===== config.mk =====
export PLATFORM = sky130hd
export DESIGN_NAME = bcd_entry
export DESIGN_NICKNAME = d
export VERILOG_FILES = /design/src/rtl/bcd_entry.sv
export SDC_FILE = /design/constraint.sdc
export NUM_CORES = 1
export LEC_CHECK = 0
export ABC_AREA = 1
export BUFFER_PORTS_ARGS = -buffer_cell sky130_fd_sc_hd__buf_4
export CORE_ASPECT_RATIO = 1.25
export CORE_MARGIN = 10
export CORE_UTILIZATION = 50
export CTS_BUF_LIST = sky130_fd_sc_hd__clkbuf_8
export CTS_CLUSTER_SIZE = 12
export DETAILED_ROUTE_END_ITERATION = 12
export PLACE_DENSITY = 0.77
export SLEW_MARGIN = 10
export SYNTH_ARGS = -nofsm -noshare
export SYNTH_HDL_FRONTEND = slang
export SYNTH_SLANG_ARGS = --single-unit

===== constraint.sdc =====
create_clock -name clk -period 2.3 [get_ports clk]
set_input_delay 0.345 -clock clk [delete_from_list [all_inputs] [get_ports clk]]
set_output_delay 0.345 -clock clk [all_outputs]
set_load 0.02 [all_outputs]

===== src/rtl/bcd_entry.sv =====
// bcd_entry: keypad digit entry into a sign + 2-digit BCD word,
// presented downstream with a valid/ready handshake.
module bcd_entry (
    input  logic       clk,
    input  logic       reset,
    input  logic       keyPressed,
    input  logic [3:0] keyCode,
    input  logic       outReady,
    output logic [8:0] bcdOut,
    output logic       outValid,
    output logic [8:0] liveBcd,
    output logic [1:0] digitCount,
    output logic       errPulse
);
    typedef enum logic [1:0] {EMPTY, PARTIAL, FULL, DONE} state_t;
    state_t     state_q;
    logic       prev_key_q, sign_q, valid_q, err_q;
    logic [3:0] tens_q, ones_q;
    logic [1:0] count_q;
    logic [8:0] bcd_q;
    logic       key_ev, entry_zero;
    assign key_ev     = keyPressed & ~prev_key_q;
    assign entry_zero = (tens_q == 4'd0) && (ones_q == 4'd0);
    always_ff @(posedge clk) begin
        if (reset) begin
            state_q    <= EMPTY;
            prev_key_q <= 1'b1;
            sign_q     <= 1'b0;
            tens_q     <= 4'd0;
            ones_q     <= 4'd0;
            count_q    <= 2'd0;
            bcd_q      <= 9'd0;
            valid_q    <= 1'b0;
            err_q      <= 1'b0;
        end else begin
            prev_key_q <= keyPressed;
            err_q      <= 1'b0;
            // Transfer and clear share one path; other keys at the transfer edge are dropped.
            if ((valid_q && outReady) || (key_ev && keyCode == 4'd12)) begin
                state_q <= EMPTY;
                sign_q  <= 1'b0;
                tens_q  <= 4'd0;
                ones_q  <= 4'd0;
                count_q <= 2'd0;
                valid_q <= 1'b0;
            end else if (key_ev && state_q != DONE) begin
                if (keyCode < 4'd10) begin
                    case (state_q)
                        EMPTY: begin
                            ones_q  <= keyCode;
                            count_q <= 2'd1;
                            state_q <= PARTIAL;
                        end
                        PARTIAL: begin
                            tens_q  <= ones_q;
                            ones_q  <= keyCode;
                            count_q <= 2'd2;
                            state_q <= FULL;
                        end
                        default: err_q <= 1'b1;
                    endcase
                end else if (keyCode == 4'd10) begin
                    sign_q <= ~sign_q;
                end else if (keyCode == 4'd11) begin
                    if (state_q == FULL) begin
                        ones_q  <= tens_q;
                        tens_q  <= 4'd0;
                        count_q <= 2'd1;
                        state_q <= PARTIAL;
                    end else if (state_q == PARTIAL) begin
                        ones_q  <= 4'd0;
                        count_q <= 2'd0;
                        state_q <= EMPTY;
                    end
                end else if (keyCode == 4'd13) begin
                    if (state_q == EMPTY) begin
                        err_q <= 1'b1;
                    end else begin
                        bcd_q   <= {sign_q & ~entry_zero, tens_q, ones_q};
                        valid_q <= 1'b1;
                        state_q <= DONE;
                    end
                end
            end
        end
    end
    assign bcdOut     = bcd_q;
    assign outValid   = valid_q;
    assign liveBcd    = {sign_q, tens_q, ones_q};
    assign digitCount = count_q;
    assign errPulse   = err_q;
endmodule


; ---- Word level (Yosys, flattened, before mapping)
; Index checks and enable logic that the tools add are counted.
[word_totals]
ff_bits = 25
inputBits = 8
out_inout_bits = 22
[op_classes]
magnitude_cmp = 1
eq_ne = 13
muxes = 28
bitwise_logic = 11
reduce_logical = 22
[ops]
columns = operator, n
row1 = 4-bit 2-to-1 mux, 11
row2 = 2-bit 2-to-1 mux, 10
row3 = "4-bit == test, second input constant", 4
row4 = 5-bit AND reduction, 3
row5 = 6-bit AND reduction, 2
row6 = 1-bit NOT, 9
row7 = 4-bit logical NOT, 2
row8 = 7-bit AND reduction, 1
row9 = 1-bit 2-to-1 mux, 6
row10 = "2-bit != test, second input constant", 3
row11 = 3-bit nonzero test, 2
row12 = 1-bit logical AND, 4
row13 = "4-bit less-than comparator, second input constant", 1
row14 = "4-bit by 2-bit != test with 1-bit output, second input constant", 1
row15 = 2-bit one-hot mux with 2 select lines, 1
row16 = 2-bit nonzero test, 2
row17 = 2-bit OR reduction, 2
row18 = "3-bit by 1-bit != test with 1-bit output, second input constant", 1
row19 = "3-bit != test, second input constant", 1
row20 = 3-bit AND reduction, 1
row21 = 3-bit OR reduction, 1
row22 = 1-bit bitwise AND, 2
row23 = "2-bit by 1-bit == test with 1-bit output, second input constant", 1
row24 = "2-bit == test, second input constant", 1
row25 = 3 further kinds, 3

; ---- Longest topological paths before layout
[logic_depth]
depth_word = 6
depth_mapped = 9

; ---- Least setup slack after synthesis
; Ideal clock, no wire load.
[synth_path]
path_type = reg-to-reg
start = register state_q[0]
end = register bcd_q[7] (netlist: bcdOut[7])
setup_ps = 112
arrival_time_ps = 1351
t_required_ps = 2188
setup_slack_ps = 837
path_stages_with_launch = 9
n_path_buf = 1
period_less_slack_ps = 1463
cell_sequence = dfxtp_1 -> ha_1 -> nor3_4 -> nand3_4 -> nor2_8 -> buf_8 -> nand2_1 -> nand2_1 -> nor2_1
[synth_via]
elab_chain_cells = 3
elab_cells_between_ends = 5
classes_between = 1 x eq/ne / 1 x bitwise / 3 x reduce/logical
[synth_rtl]
columns = element, line_no
row1 = start: declaration, 16  ; state_t state_q;
row2 = start signal: assignment, 26  ; state_q <= EMPTY;
row3 = start signal: assignment, 40  ; state_q <= EMPTY;
row4 = start signal: assignment, 52  ; state_q <= PARTIAL;
row5 = 2-bit != test / 2-bit logical NOT (equally long branches), "46, 76"
row6 = 1-bit logical AND / 1-bit NOT (equally long branches), n/a
row7 = 7-bit AND reduction (no line) *, n/a
row8 = end signal: assignment, 79  ; bcd_q <= {sign_q & ~entry_zero, tens_q, ones_q};
row9 = end: declaration, 20  ; logic [8:0] bcd_q;
; Mark *: on every way between the ends. The rest lies on a longest branch, timed or not.
; A chain may end at the register's enable or synchronous reset.

; ---- Final worst setup path
[layout_path]
start = register state_q[0]
end = register count_q[0] (netlist: digitCount[0])
[layout_via]
elab_chain_cells = 5
elab_cells_between_ends = 13
classes_between = 4 x eq/ne / 5 x mux / 4 x reduce/logical
[layout_rtl]
columns = element, line_no
row1 = 2-bit == test, 65  ; if (state_q == FULL) begin
row2 = 2-bit 2-to-1 mux, 65
row3 = 2-bit 2-to-1 mux, 64  ; end else if (keyCode == 4'd11) begin
row4 = 2-bit 2-to-1 mux, 62  ; end else if (keyCode == 4'd10) begin
row5 = 2-bit 2-to-1 mux, 47  ; if (keyCode < 4'd10) begin
row6 = end signal: assignment, 51  ; count_q <= 2'd1;
row7 = end signal: assignment, 68  ; count_q <= 2'd1;
row8 = end signal: assignment, 72  ; count_q <= 2'd0;
row9 = end: declaration, 19  ; logic [1:0] count_q;
; Parallel ways exist; a longest one is shown, timed or not. The select of a mux whose other input is x is not followed.

==> flow_metrics.tcl <==
set metrics [dict create \
    die-area_mm2 0.00525 \
    cellInternalPower_uw 600 \
    switchingPower_uw 207 \
    clock_skew_ns 0.00138 \
    synthTopCellsByArea "dfxtp_1 36%, nand2_1 14%, nor2_1 10%, inv_1 7.4%, nand3_1 6.2%" \
    yosysTopAreaCell "dfxtp_1" \
    synth_simple_gate_area_share_pct 45.6 \
    fin_tns_setup_ns 0 \
    wl_met1_um 1230 \
    ant_nets 0 \
    dpl.hpwl_um 2450 \
    syn_area_mm2 0.00137 \
    die_height_um 78.6 \
    grt_overflow 0 \
    cap_violations 0 \
    drive_gt1_share_pct 22.4 \
    final_common_cell "nand2_1" \
    post_cts_buffers 0 \
    startpoint_type "flip-flop" \
    worstSkewPairLatency_ns 0.26 \
    synth_top_family_by_area "simple AND/OR/NAND/NOR gates" \
    crit_family "simple AND/OR/NAND/NOR gates" \
    synthXorXnorAreaFrac_pct 0 \
    routed_wl_um 3010 \
    ios 30 \
    syn_inst 202 \
    fin_util_pct 62.2 \
    cts_buffers 3 \
    die_w_um 66.9 \
    dr.first_iter.drc_count 77 \
    netSwitchingFraction_pct 25.7 \
    wl_met2_um 1530 \
    worst_pin_slew_ns 0.393 \
    cpMaxStageDelayCell "dfxtp_1" \
    end_kind "flip-flop" \
    remaining_drc_errors 0 \
    portBuffers 29 \
    top_layer_used "met4" \
    max_freq_mhz 615 \
    syn-mean-instance-area_um2 6.79 \
    synthMuxAreaShare_pct 0 \
    p_clk_share_pct 30.4 \
    vias 1262 \
    grt_pass1_wl_um 5180 \
    finalHoldViolations 0 \
    std_cell_rows 21 \
    arrival_ns 1.79 \
    synthAdderAreaFrac_pct 3.65 \
    route.met3.wl_um 198 \
    drt_first_pass_iters 4 \
    n_antenna_cell 0 \
    synth_compound_area_share_pct 5.01 \
    ctsResizeCount 0 \
    grt_pass1_vias 1220 \
    htreeDepth 1 \
    ys_ff_latch 25 \
    ir_drop_mv 0.287 \
    slew_headroom_pct 73.7 \
    seqPwrFrac_pct 55.2 \
    antenna_found_initial 0 \
    combPwrFrac_pct 14.3 \
    crit_fanout 6 \
    slew_violations 0 \
    leakagePower_nw 0.791 \
    yosysTopAreaCellShare_pct 36.5 \
    crit_buf_inv 0 \
    critical_path_class "flip-flop to flip-flop" \
    clkSinkCount 25 \
    wl_per_cell_um 11.3 \
    final_cell_mix "53 x nand2_1, 38 x nor2_1, 29 x buf_4, 28 x inv_1, 25 x dfxtp_1" \
    powerDensity_mw_per_mm2 489 \
    synth.distinct_cells 25 \
    ys_seq_area_share_pct 36.5 \
    core_mm2 0.00265 \
    cp_data_required_time_ns 2.47 \
    track_usage_pct 12.0 \
    postSynthNetCount 214 \
    path_clk_slew_ns 0.08 \
    hp-class "input port to flip-flop" \
    period_share_pct 70.7 \
    run_status "complete, no violations" \
    globalplace.congestion 0.972 \
    slowest_delay_ns 0.35 \
    final_nets 245 \
    grt_max_degree 19 \
    fin_crit_ns 1.63 \
    path_cells "ha_1 > nor3_4 > nand2_1 > nor2_1 > nand3_1 > nand2_1 > nor2_1" \
    cts_max_path_buffers 2 \
    cts_root_buf "clkbuf_8" \
    synthToLayoutAreaGrowth_pct 20.3 \
    setup_viol 0 \
    rsz0062_at_grt "false" \
    yosys_warnings 0 \
    initial_utilization_pct 51.7 \
    vias_per_cell 4.74 \
    cts_tree "built" \
    holdBufCountCts 0 \
]
power by group through the flow:
stage               combinational, mW  sequential [mW]  clock (mW)
floorplan                      0.0756            0.460           0
global placement                0.116            0.457           0
detailed placement              0.116            0.456           0
CTS                             0.117            0.446       0.256
global route                    0.133            0.447       0.274
finish                          0.116            0.446       0.246
routing by layer:
| metal | global-route usage (%) | up-vias |
|---|---|---|
| li1 | - | 681 |
| met1 | 12.7 | 550 |
| met2 | 20.8 | 25 |
| met3 | 3.41 | 6 |
| met4 | 5.76 | 0 |
| met5 | 0 | - |
area by class of cell:
| cell class | count | area, µm² |
|---|---|---|
| multi-input combinational | 147 | 744 |
| clock inverter | 1 | 3.75 |
| timing repair buffer | 29 | 218 |
| inverter | 27 | 101 |
| fill | 264 | 1000 |
| sequential | 25 | 500 |
| clock buffer | 3 | 41.3 |
| tap | 34 | 42.5 |
registers in the layout, summed over array words and instances, names as in the netlist:
name,count
outValid,1
digitCount,2
tens_q,4
errPulse,1
ones_q,4
sign_q,1
state_q,2
prev_key_q,1
bcdOut,9
cell families (layout without fill, tap and decap cells):
family	count (synthesis)	count (layout)
simple gates	131	131
buf+inv	30	60
flops	25	25
compound gates	12	12
fa+ha+maj	4	4
tightest hold or removal path, cell delays in order:
cell and delay, ns:
buf_4 0.07, inv_1 0.06, nand2_1 0.06
stage by stage:
step,setup slack [ns],power [mW],hold WS (ns),instance area [µm²],std cells
5_1_grt,0.463,0.854,0.305,1650,266
4_1_cts,0.663,0.819,0.303,1650,266
3_3_place_gp,0.680,0.573,0.468,1610,262
2_1_floorplan,0.837,0.536,0.479,1370,202
3_5_place_dp,0.678,0.573,0.464,1610,262
6_report,0.674,0.808,0.306,1650,266
final timing paths:
kind	start	endpoint	slack [ns]	cells after the start
max	state_q[0]$_SDFFE_PP0P_	digitCount[0]$_SDFFE_PP0P_	0.67	7
max reg2reg	state_q[0]$_SDFFE_PP0P_	digitCount[0]$_SDFFE_PP0P_	0.67	7
min reg2reg	outValid$_SDFFE_PP0P_	outValid$_SDFFE_PP0P_	0.48	2
min	keyPressed	prev_key_q$_SDFF_PP1_	0.31	3
synth_stat cells:
cell and instances:
nand2_1 53, nor2_1 38, inv_1 27, dfxtp_1 25, nand3_1 17, nor2_2 10
a21oi_1 8, ha_1 4, nand4_1 3, nand2_2 2, a211oi_1 1, buf_4 1
buf_8 1, clkbuf_1 1, nand2_4 1, nand3_2 1, nand3_4 1, nand3b_1 1
nand3b_2 1, nor2_4 1, nor2_8 1, nor3_4 1, o21a_1 1, o21ai_0 1
o21ai_2 1
(Power assumes the default switching activity.)
